[src/rtl/rs485_dir_arb.sv]
// -----------------------------------------------------------------------------
// rs485_dir_arb
//
// Half-duplex RS-485 direction arbiter for two local requesters. The bus must
// be idle (rx high) for IDLE_CNT consecutive cycles before we drive it. A
// transfer then runs through three phases:
//   PRE   : driver enabled, bus held at mark (tx=1) for PRE_CNT cycles
//   GRANT : winner's serial data is registered onto tx
//   POST  : driver still enabled, bus held at mark for POST_CNT cycles
// A round-robin pointer breaks ties between simultaneous requests. It flips to
// favour the other requester every time a transfer ends, including aborts and
// timeouts.
//
// Parameters
//   IDLE_CNT  : idle-high cycles needed before driving     (1..65535)
//   PRE_CNT   : preamble cycles before the grant           (1..65535)
//   POST_CNT  : trailing mark cycles after release         (1..65535)
//   MAX_GRANT : grant length in cycles before forced release (1..65535)
//
// Ports
//   clk     : clock, rising edge
//   reset_n : asynchronous active-low reset
//   rx      : bus receive line (asynchronous, idle high)
//   req     : per-requester transmit request, held for the whole transfer
//   txd0/1  : serial data from requester 0 / 1
//   gnt     : one-hot grant
//   tx      : registered bus transmit data
//   tx_en   : registered driver enable
//   busy    : high whenever the arbiter is not in IDLE
//   timeout : one-cycle pulse when a grant is cut off at MAX_GRANT
// -----------------------------------------------------------------------------
module rs485_dir_arb #(
    parameter int IDLE_CNT  = 10,
    parameter int PRE_CNT   = 2,
    parameter int POST_CNT  = 2,
    parameter int MAX_GRANT = 1024
) (
    input  logic       clk,
    input  logic       reset_n,
    input  logic       rx,
    input  logic [1:0] req,
    input  logic       txd0,
    input  logic       txd1,
    output logic [1:0] gnt,
    output logic       tx,
    output logic       tx_en,
    output logic       busy,
    output logic       timeout
);

    typedef enum logic [1:0] {
        IDLE  = 2'd0,
        PRE   = 2'd1,
        GRANT = 2'd2,
        POST  = 2'd3
    } state_t;

    // Phase counters count down to zero, so they are loaded with N-1 to give
    // exactly N cycles in the phase.
    localparam logic [15:0] IDLE_MAX  = 16'(IDLE_CNT);
    localparam logic [15:0] PRE_LOAD  = 16'(PRE_CNT - 1);
    localparam logic [15:0] POST_LOAD = 16'(POST_CNT - 1);
    localparam logic [15:0] GRANT_MAX = 16'(MAX_GRANT);

    state_t      state_reg;
    logic        rx_meta_reg;
    logic        rx_s_reg;
    logic [15:0] idle_cnt_reg;
    logic [15:0] phase_cnt_reg;
    logic [15:0] grant_cnt_reg;
    logic        rr_reg;
    logic        winner_reg;
    logic [1:0]  gnt_reg;
    logic        tx_reg;
    logic        tx_en_reg;
    logic        timeout_reg;

    logic        winner_next;
    logic        req_w;
    logic        txd_w;

    // Two-flop synchronizer; resets to the idle (high) level so the bus does
    // not look active straight out of reset.
    always_ff @(posedge clk or negedge reset_n) begin
        if (!reset_n) begin
            rx_meta_reg <= 1'b1;
            rx_s_reg    <= 1'b1;
        end else begin
            rx_meta_reg <= rx;
            rx_s_reg    <= rx_meta_reg;
        end
    end

    // Idle detector. Our own driving (tx_en) also clears it, so after every
    // transfer the bus has to be seen idle for a fresh IDLE_CNT cycles.
    always_ff @(posedge clk or negedge reset_n) begin
        if (!reset_n) begin
            idle_cnt_reg <= 16'd0;
        end else if (!rx_s_reg || tx_en_reg) begin
            idle_cnt_reg <= 16'd0;
        end else if (idle_cnt_reg != IDLE_MAX) begin
            idle_cnt_reg <= idle_cnt_reg + 16'd1;
        end
    end

    // Winner choice: a lone requester wins outright, a tie goes to rr_reg.
    always_comb begin
        winner_next = rr_reg;
        case (req)
            2'b01:   winner_next = 1'b0;
            2'b10:   winner_next = 1'b1;
            default: winner_next = rr_reg;
        endcase
    end

    // Once latched, only the winner's request and data are looked at.
    assign req_w = winner_reg ? req[1] : req[0];
    assign txd_w = winner_reg ? txd1 : txd0;

    always_ff @(posedge clk or negedge reset_n) begin
        if (!reset_n) begin
            state_reg     <= IDLE;
            phase_cnt_reg <= 16'd0;
            grant_cnt_reg <= 16'd0;
            rr_reg        <= 1'b0;
            winner_reg    <= 1'b0;
            gnt_reg       <= 2'b00;
            tx_reg        <= 1'b1;
            tx_en_reg     <= 1'b0;
            timeout_reg   <= 1'b0;
        end else begin
            timeout_reg <= 1'b0;
            case (state_reg)
                IDLE: begin
                    if ((req != 2'b00) && (idle_cnt_reg == IDLE_MAX)) begin
                        winner_reg    <= winner_next;
                        tx_en_reg     <= 1'b1;
                        tx_reg        <= 1'b1;
                        phase_cnt_reg <= PRE_LOAD;
                        state_reg     <= PRE;
                    end
                end

                PRE: begin
                    if (!req_w) begin
                        // Requester gave up before its grant: still finish
                        // with a clean POST so the line settles at mark.
                        phase_cnt_reg <= POST_LOAD;
                        state_reg     <= POST;
                    end else if (phase_cnt_reg == 16'd0) begin
                        gnt_reg       <= winner_reg ? 2'b10 : 2'b01;
                        grant_cnt_reg <= 16'd1;
                        state_reg     <= GRANT;
                    end else begin
                        phase_cnt_reg <= phase_cnt_reg - 16'd1;
                    end
                end

                GRANT: begin
                    if (!req_w) begin
                        gnt_reg       <= 2'b00;
                        tx_reg        <= 1'b1;
                        phase_cnt_reg <= POST_LOAD;
                        state_reg     <= POST;
                    end else if (grant_cnt_reg == GRANT_MAX) begin
                        // grant_cnt_reg counts the cycle gnt went high as 1,
                        // so gnt is high for exactly MAX_GRANT cycles.
                        gnt_reg       <= 2'b00;
                        timeout_reg   <= 1'b1;
                        tx_reg        <= 1'b1;
                        phase_cnt_reg <= POST_LOAD;
                        state_reg     <= POST;
                    end else begin
                        grant_cnt_reg <= grant_cnt_reg + 16'd1;
                        tx_reg        <= txd_w;
                    end
                end

                POST: begin
                    if (phase_cnt_reg == 16'd0) begin
                        tx_en_reg <= 1'b0;
                        rr_reg    <= ~winner_reg;
                        state_reg <= IDLE;
                    end else begin
                        phase_cnt_reg <= phase_cnt_reg - 16'd1;
                    end
                end

                default: begin
                    state_reg <= IDLE;
                end
            endcase
        end
    end

    assign gnt     = gnt_reg;
    assign tx      = tx_reg;
    assign tx_en   = tx_en_reg;
    assign timeout = timeout_reg;
    assign busy    = (state_reg != IDLE);

endmodule
[config.mk]
export PLATFORM = sky130hd
export DESIGN_NAME = rs485_dir_arb
export DESIGN_NICKNAME = d
export VERILOG_FILES = /design/src/rtl/rs485_dir_arb.sv
export SDC_FILE = /design/constraint.sdc
export NUM_CORES = 1
export LEC_CHECK = 0
export CORE_MARGIN = 2
export CORE_UTILIZATION = 61
export CTS_CLUSTER_SIZE = 28
export DETAILED_ROUTE_END_ITERATION = 8
export PLACE_DENSITY = 0.77
export RECOVER_POWER = 100
export SLEW_MARGIN = 20
export SYNTH_ARGS = -nofsm -noshare
export SYNTH_HDL_FRONTEND = slang
export SYNTH_SLANG_ARGS = --single-unit
[constraint.sdc]
create_clock -name clk -period 3.9 [get_ports clk]
set_input_delay 0.78 -clock clk [delete_from_list [all_inputs] [get_ports clk]]
set_output_delay 0.78 -clock clk [all_outputs]
set_load 0.02 [all_outputs]
; Word-level counts from Yosys, hierarchy flattened
; Index checks and enable logic that the tools add are counted.
; W data, S select, Z words.
[classes]
bitwise_logic = 1
multipliers = 0
n_shift = 0
n_eq_ne = 16
n_div = 0
n_reduce_logical = 19
n_mux = 38
n_lt_le_gt_ge = 0
add_sub_neg = 3
[op_table]
columns = cell, n
row1 = $mux W16, 11
row2 = $pmux W16 S4, 1
row3 = $add A16 B1 Y16 const B, 2
row4 = $pmux W16 S2, 1
row5 = $mux W2, 11
row6 = $eq A16 B11 Y1 const B, 1
row7 = $eq A16 B4 Y1 const B, 1
row8 = $logic_not A16 Y1, 1
row9 = $ne A16 B4 Y1 const B, 1
row10 = $sub A16 B1 Y16 const B, 1
row11 = $ne A2 B2 Y1 const B, 6
row12 = $reduce_bool A2 Y1, 6
row13 = $mux W1, 9
row14 = $pmux W2 S4, 1
row15 = $reduce_and A2 Y1, 4
row16 = $reduce_and A4 Y1, 2
row17 = $eq A2 B2 Y1 const B, 3
row18 = $ne A3 B3 Y1 const B, 2
row19 = $pmux W1 S2, 3
row20 = $reduce_and A5 Y1, 1
row21 = $eq A2 B1 Y1 const B, 2
row22 = $pmux W2 S2, 1
row23 = $reduce_and A3 Y1, 1
row24 = $logic_not A2 Y1, 1
row25 = other kinds (4), 4
[word_totals]
reg_bits = 59
romBits = 0
output_inout_bits = 6
word_cells = 89
ramBits = 0
latch_bits = 0
n_memories = 0

; Depth between registers and ports, before layout
[depth]
ltp_word = 4
mapped_depth = 9

; Worst setup path after synthesis
; No wires, ideal clock.
[synth_path]
kind = input to register
start = input port req[0]
end = register phase_cnt_reg[3]
required_ns = 3.772
path_stages = 8
slack_ns = 1.612
arrival_time_ns = 2.160
path_cell_list = inv_1 ha_1 nor4bb_1 nand4_1 a22o_1 buf_2 o21ai_0 o31ai_1
[synth_via]
elab_chain_len = 4
elab_cells_between_ends = 9
classes_between = 2 x eq/ne / 4 x mux / 3 x reduce/logical
[synth_lines]
columns = item, line_no
row1 = start: declaration, 41  ; input logic [1:0] req,
row2 = $reduce_bool A2 Y1, 135  ; if ((req != 2'b00) && (idle_cnt_reg == IDLE_MAX)) begin
row3 = $logic_and A1 B1 Y1, 135
row4 = $ne A2 B2 Y1 (no line), -
row5 = $reduce_and A2 Y1 (no line), -
row6 = end signal: assignment, 155  ; phase_cnt_reg <= phase_cnt_reg - 16'd1;
row7 = end signal: assignment, 185  ; phase_cnt_reg <= phase_cnt_reg - 16'd1;
row8 = end: declaration, 69  ; logic [15:0] phase_cnt_reg;
; Parallel ways exist; a longest one is shown, timed or not.
; A chain may end at the register's enable or synchronous reset.

; Worst setup path in the final report
[layout_path]
start = register phase_cnt_reg[0]
end = register grant_cnt_reg[9]
[layout_via]
elab_chain_len = 3
[layout_lines]
columns = item, line_no
row1 = $logic_not A16 Y1, 150  ; end else if (phase_cnt_reg == 16'd0) begin
row2 = $ne A2 B2 Y1 (no line), -
row3 = $reduce_and A5 Y1 (no line), -
row4 = end signal: assignment, 174  ; grant_cnt_reg <= grant_cnt_reg + 16'd1;
row5 = end: declaration, 70  ; logic [15:0] grant_cnt_reg;
; Every way passes these cells.

==> impl_metrics.yaml <==
global_route:
  grt_use_met2: 0.3720
  grt_pass1_wl_microns: 12720
  antenna_found_initial: 0
  top_usage_layer: "met1"
  grt_pass1_vias: 2739
  use_met1: 0.3735
  grt_start_max_net_pins: 37
  grt_usage: 0.2562
  grt.met3_usage: 0.04886
  grt_overflow: 0
sta:
  hold_viol: 0
  rsz0062_at_grt: "false"
  min_period_ns: 3.038
  finalMaxSlewViolations: 0
  finalClockSkew_ns: 0.009124
  max_freq_mhz: 329.2
  finalSetupViolCount: 0
  relSlewSlack: 0.1602
  worst_pin_slew_ns: 1.260
  fin_crit_sh: 0.7789
  tns_ns: 0
cells_and_area:
  syn_to_final_growth_pct: 7.117
  final_cells: 457
  multi_input_area_sq_um: 1777
  diodes: 0
  nFillCells: 478
  drive_gt1_frac: 0.08052
  fin_nets: 399
  regArea_sq_um: 1480
critical_path:
  endpoint_kind: "register"
  critical-path-top-delay-family: "compound AO/OA/AOI/OAI gates"
  reg2reg_depth: 7
  r2r-start: "phase_cnt_reg[0]"
  crit_path_max_incr_delay_ns: 0.97
  cp-startpoint: "phase_cnt_reg[0]"
  path_buf_inv: 1
  arrival_ns: 3.28
  cp_common_cell: "a31oi_1"
  r2r-end: "grant_cnt_reg[9]"
  cp.required_ns: 4.14
  r2r_slack_ns: 0.86
  worst_setup_path_start_kind: "register"
  worst-setup-path-type: "reg -> reg"
  path_max_fanout: 14
  path_cells: "inv_1 > ha_1 > nor3b_1 > nand4_1 > a211oi_2 > a31oi_1 > a31oi_1"
  crit_path_top_delay_cell: "a211oi_2"
worst_hold_path:
  whs_endpoint: "rx_s_reg"
  hold_depth: 0
  min-delay-start: "rx_meta_reg"
  hold_path_class: "reg -> reg"
floorplan:
  initial_core_util: 0.6296
  fp-row-count: 27
  io_pins: 13
  coreArea_sq_um: 5473
  die_x_microns: 79.16
  die-area_sq_um: 6266
  die_h_microns: 79.16
clock_tree:
  insertion_delay_ns: 0.33
  cts_setup_buffers: 0
  cts_buffers: 9
  h-tree-depth: 3
  ctsHoldBuffers: 0
  clk_pin_slew_worst_paths_ns: 0.07
  cts_resized: 0
  cts_buffer_depth: 2
  root_buffer: "clkbuf_8"
  cts_tree: "built"
  cts.sinks: 59
synthesis:
  synth_compound_area_frac: 0.1816
  yosys.area_share.xor_xnor: 0.03304
  yosysTopAreaCellShare: 0.4067
  synth_edf_count: 0
  syn_avg_cell_area_sq_um: 9.338
  synth_adder_area_share: 0.04357
  synth_area_leaders: "dfrtp_1 41%, o21ai_0 4.6%, ha_1 4.4%"
  netlist_instances: 369
  synth_ff_type: "dfrtp_1"
  synth_seq_area_share: 0.4296
  ys_seq_elements: 59
  synthArstFlopShare: 1.000
  synth_top_family_by_area: "simple AND/OR/NAND/NOR gates"
  syn_nets: 388
  yosys.area.top_type: "dfrtp_1"
  yosysWarnings: 0
  synth_area_sq_um: 3446
  synth_cell_type_count: 62
  muxShareOfSynthArea: 0.02796
  synthSimpleGateAreaFrac: 0.2393
place:
  dp.cells: 441
  gp_congestion: 0.9096
  place_hpwl_microns: 5056
  io_buffers: 12
detailed_routing:
  wire_per_inst_microns: 15.99
  via_count: 2867
  vias_per_cell: 6.274
  drtIter0Drc: 263
  drt_wl_total_microns: 7307
  first_pass_iters: 8
  ant_nets: 0
  drc: 0
pwr:
  powerDensity_nw_per_um2: 689.0
  finalPower_mw: 2.543
  power_leakage_nw: 1.555
  ir_drop_mv: 0.4178
outcome:
  outcome: "complete, no violations"
flow_run:
  max_cap_viol_count: 0
==> routing by layer <==
metal,wire [microns],part of all wire,up-vias
met5,0,0,-
met4,78,0.011,0
met3,418,0.057,6
met2,3294,0.45,94
met1,3515,0.48,1396
li1,-,-,1371
==> worst reg2reg max path, stage by stage, from the launching register on <==
cell      delay [ns]
dfrtp_1         0.43
inv_1           0.11
ha_1            0.14
nor3b_1         0.36
nand4_1         0.53
a211oi_2        0.97
a31oi_1         0.21
a31oi_1         0.20
==> synthesized netlist by cell type, drive strengths merged (2+ instances only) <==
cell type   n
dfrtp      56
nor2       35
o21ai      33
nand2      32
a21oi      24
nand3      21
a31oi      14
inv        13
and3       12
ha         12
buf        11
nor4       10
xnor2       8
nor3        7
and4        6
nand4       6
clkbuf      5
mux2        5
o31ai       5
xor2        5
mux2i       4
nand2b      4
dfstp       3
o21a        3
a211oi      2
a21o        2
a22o        2
and2        2
nor3b       2
nor4b       2
o22ai       2
o311a       2
or2         2
or3         2
==> per-stage QoR <==
| step | setup WS (ns) | hold WS (ns) | util | area, sq um |
|---|---|---|---|---|
| 2_1_floorplan | 1.612 | 0.3452 | - | 3446 |
| 3_3_place_gp | 0.8348 | 0.3455 | 0.6532 | 3575 |
| 3_5_place_dp | 0.7498 | 0.3476 | 0.6532 | 3575 |
| 4_1_cts | 1.080 | 0.3572 | 0.6813 | 3729 |
| 5_1_grt | 0.4275 | 0.3604 | 0.6744 | 3691 |
| 6_report | 0.8622 | 0.3549 | 0.6744 | 3691 |
==> kinds of logic after synthesis <==
kind of cell    count (synthesis)
fa+ha+maj                      12
simple gates                  148
mux                             9
compound gates                 99
xor+xnor                       13
flops                          59
buf+inv                        29
==> worst max path at each step <==
stage                   endpoint  slack (ns)  depth (start not counted)
2_1_floorplan   phase_cnt_reg[3]        1.61                          8
3_3_place_gp   phase_cnt_reg[15]        0.83                          8
3_5_place_dp   phase_cnt_reg[15]        0.75                          8
4_1_cts        phase_cnt_reg[15]        1.08                          8
5_1_grt         grant_cnt_reg[9]        0.43                          7
6_report        grant_cnt_reg[9]        0.86                          7
==> report_power, final <==
| part | total, mW | internal [mW] | switching (mW) |
|---|---|---|---|
| sequential | 0.903 | 0.743 | 0.160 |
| clock | 0.461 | 0.228 | 0.233 |
| combinational | 1.18 | 0.438 | 0.740 |
| total | 2.54 | 1.41 | 1.13 |
==> cell usage in the layout, fill, tap and decap left out, types with 9 or more instances in the layout <==
master / Yosys / layout
a21oi_1: 24 / 24
a31oi_1: 14 / 14
and3_1: 11 / 11
clkbuf_8: 0 / 9
dfrtp_1: 56 / 56
ha_1: 12 / 12
inv_1: 13 / 13
nand2_1: 31 / 32
nand3_1: 21 / 21
nor2_1: 35 / 35
o21ai_0: 32 / 33
==> area by class of cell <==
class                      count  share of cell area
multi-input combinational    281              0.4814
sequential                    59              0.4010
timing repair buffer          16             0.03831
clock buffer                  13             0.03763
tap                           72             0.02441
inverter                      13             0.01322
clock inverter                 3            0.004068
Power figures use the tool's default switching activity.
==> RTL edit 1 (same flow settings) <==
Register the output `tx` once more, cleared by the reset; this adds one clock of latency there. The other outputs are not delayed to match. Comments in the files are not updated.
--- a/src/rtl/rs485_dir_arb.sv
+++ b/src/rtl/rs485_dir_arb.sv
@@ -196,3 +196,9 @@
     assign gnt     = gnt_reg;
-    assign tx      = tx_reg;
+    always_ff @(posedge clk or negedge reset_n) begin
+        if (!reset_n) begin
+            tx <= '0;
+        end else begin
+            tx <= tx_reg;
+        end
+    end
     assign tx_en   = tx_en_reg;
Check against the original RTL: not equivalent (a bounded check fails within 4 cycles, from zero or initial values and one cycle with reset_n low).
==> RTL edit 1 against the original RTL <==
The flow now finishes with violations (capacitance limit, slew limit); sequential share of layout area decreased by 0.37 points; setup slack got worse by 0.099 ns; synthesized area up 1.8%; die area increased by 1.7%; via count shrank 0.24%; core utilization up 0.94 points; wire length is 0.33% lower; maximum frequency is 3.1% lower; cell area grew 2.6%; hold slack better by 0.0022 ns; sequential cell count grew 1; critical path type is now in2reg; critical endpoint is now phase_cnt_reg[11]$_DFFE_PN0P_; largest cell class unchanged.
Power is not compared: it rests on default switching activity, and its combinational part moved more than twofold at a synthesized area within 25%.
==> RTL edit 1: results <==
[cells_and_area]
clock_area_share_pct = 5.350
multi_input_area_mm2 = 0.001817
fill_cells = 425
register_area_mm2 = 0.001505
bufAreaShareNonClock_pct = 3.402
syn2layout_area_growth_pct = 7.988
nNetsFinal = 397
final_layout_size_suffix_gt1_share_pct = 8.115

[critical_path]
cp-endpoint = phase_cnt_reg[11]$_DFFE_PN0P_
slowest_stage = dlygate4sd3_1
cp_max_fo = 23
startpoint = req[0]

[logic_synthesis]
synth_compound_area_share_pct = 18.47
ys_types = 59
synth_commonest_cells = 57 x dfrtp_1, 36 x nor2_1, 30 x nand2_1, 25 x o21ai_0, 21 x a21oi_1
synth-xor-area-share_pct = 2.996

[outcome]
failed_checks = capacitance limit, slew limit
status = finished, violations left

[flow_run]
max_cap_viol_count = 1

[global_route]
grt_pass1_vias = 2829
grt_pass1_wl_um = 12790
track_usage_pct = 25.47

[drt]
drtIter0Drc = 178
vias = 2860
dr_wl_met3_um = 226
drtPass1Iterations = 5
wl_met2_um = 3526

[placed_design]
placed_area_mm2 = 0.003631

[timing]
fin_skew_ns = 0.008306
tightest_slew_ns = 2.473
slew_viol_final = 48
whs_ns = 0.3571
RTL edit 1: changes by cell type after synthesis, moves of 3 or more:
| cell | delta |
|---|---|
| xnor2_1 | -6 |
| o21ai_0 | -7 |
| buf_2 | +5 |
| nand3_1 | -3 |
| and3_1 | -9 |
| mux2_2 | -3 |
| a31oi_1 | +4 |
| a41oi_1 | +7 |
| xor2_1 | +5 |
| and2_1 | +3 |
| o21ai_1 | +5 |
| nand4_1 | +4 |
| a21oi_1 | -3 |
RTL edit 1: kinds of logic after synthesis:
group,Yosys count
flops,60
buf+inv,31
xor+xnor,12
simple gates,146
compound gates,99
fa+ha+maj,13
mux,9
RTL edit 1: metal layers:
layer	vias to the layer above	global-route usage, %
li1	1383	-
met1	1402	34.12
met2	65	41.68
met3	10	3.620
met4	0	10.34
met5	-	0
RTL edit 1: report_power, final:
group          internal [mW]  switching [mW]
sequential             0.624        0.000253
combinational        0.00669          0.0157
clock                  0.328           0.249
total                  0.959           0.265
==> RTL edit 2 (same settings) <==
Without the edit above. Set the parameter `IDLE_CNT` to 5 (it was 10).
--- a/src/rtl/rs485_dir_arb.sv
+++ b/src/rtl/rs485_dir_arb.sv
@@ -32,3 +32,3 @@
 module rs485_dir_arb #(
-    parameter int IDLE_CNT  = 10,
+    parameter int IDLE_CNT  = 5,
     parameter int PRE_CNT   = 2,
Check against the original RTL: not equivalent (a bounded check fails within 10 cycles, from zero or initial values and one cycle with reset_n low).
==> RTL edit 2 against the original RTL <==
The flow now finishes with violations (capacitance limit, slew limit); synthesized area rose by 1.2%; highest routed layer unchanged; sequential cell count did not move; power rose by 7.3%; wire length rose by 4.0%; setup slack got worse by 0.16 ns; cell area rose by 1.7%; critical path type is now in2reg; non-clock buffer count fell by 2; largest cell class unchanged; register-to-register slack improved by 0.17 ns.
==> RTL edit 2: results <==
[global_route]
use_met1_pct = 33.33
use_met2_pct = 43.03
grt_pass1_vias = 2797
grt_use_met3_pct = 5.204
track_usage_pct = 26.13
grt_max_degree = 41
grt_pass1_wl_um = 12940

[logic_synthesis]
syn_avg_cell_area_um2 = 9.472
syn_nets = 387
synth_commonest_cells = 56 x dfrtp_1, 36 x nor2_1, 28 x nand2_1, 25 x o21ai_0, 18 x inv_1
synth_ff_type = dfrtp_1
ys_types = 61
yosys-top-cells-area = dfrtp_1 40%, ha_1 4.3%, nor2_1 3.9%
seq_area_frac_synth_pct = 42.46

[timing]
maxSlewHeadroom_pct = -45.72
whs_ns = 0.3573
fin_skew_ns = 0.007351
layout_setup_ws_ns = 0.7033
slew_viol_final = 41

[cells_and_area]
fill_cells = 441
final_layout_size_suffix_gt1_share_pct = 8.571
nNetsFinal = 400

[critical_path]
reg2reg_slack_ns = 1.03
cp_max_fo = 13
r2r_end = state_reg[1]$_DFFE_PN0P_
slowest_stage = a2bb2oi_1
crit-reg2reg-launch = idle_cnt_reg[1]$_DFFE_PN0P_
cpPeakStageDelay_ns = 0.78
crit_arrival_ns = 3.42
critical_path_class = in2reg

[power]
switching_share_pct = 45.02
pwr-share-comb_pct = 47.2
vdd_drop_max_uv = 625.1
clockPowerShare_pct = 18.9
power_combinational_mw = 1.29
p_leak_nw = 1.615

[placed_design]
dp_slack_ns = 0.7887
place_hpwl_um = 5301
place.gp.congestion = 0.8913
dp_cells = 442
placed_area_mm2 = 0.003627

[drt]
wl_met1_um = 3368
vias = 2894
viasPerCell = 6.333
wl_met2_um = 3841
dr_wl_met3_um = 314
wl_per_cell_um = 16.62
drtIter0Drc = 196

[outcome]
failed_checks = capacitance limit, slew limit
status = finished, violations left

[flow_run]
max_cap_viol_count = 1
RTL edit 2: cell count changes after synthesis, moves of 4 or more:
cell,unedited run,this run
nand3_1,21,12
o21ai_0,32,25
nor4_1,6,10
inv_1,13,18
a21oi_1,24,15
nor3_1,7,12
or4_1,1,6
nand4_1,4,8
RTL edit 2: cell families (layout without fill, tap and decap cells):
group                    Yosys count  count (layout)  share of synthesized area [%]
AO/OA/AOI/OAI                     95              95                          18.49
XOR/XNOR                          12              12                          3.015
adder cells (fa/ha/maj)           12              12                          4.307
buffers and inverters             30              47                          4.200
flip-flops                        59              59                          42.46
multiplexers                       9               9                          2.692
AND/OR/NAND/NOR                  151             151                          24.84
RTL edit 2: final cells by class:
cell class	instances	area [um2]	area share, %
Inverter	18	67.56	1.799
Timing Repair Buffer	14	121.4	3.232
Clock buffer	13	168.9	4.499
Tap cell	72	90.09	2.399
Sequential cell	59	1480	39.42
Clock inverter	2	10.01	0.2666
Multi-Input combinational cell	279	1817	48.38
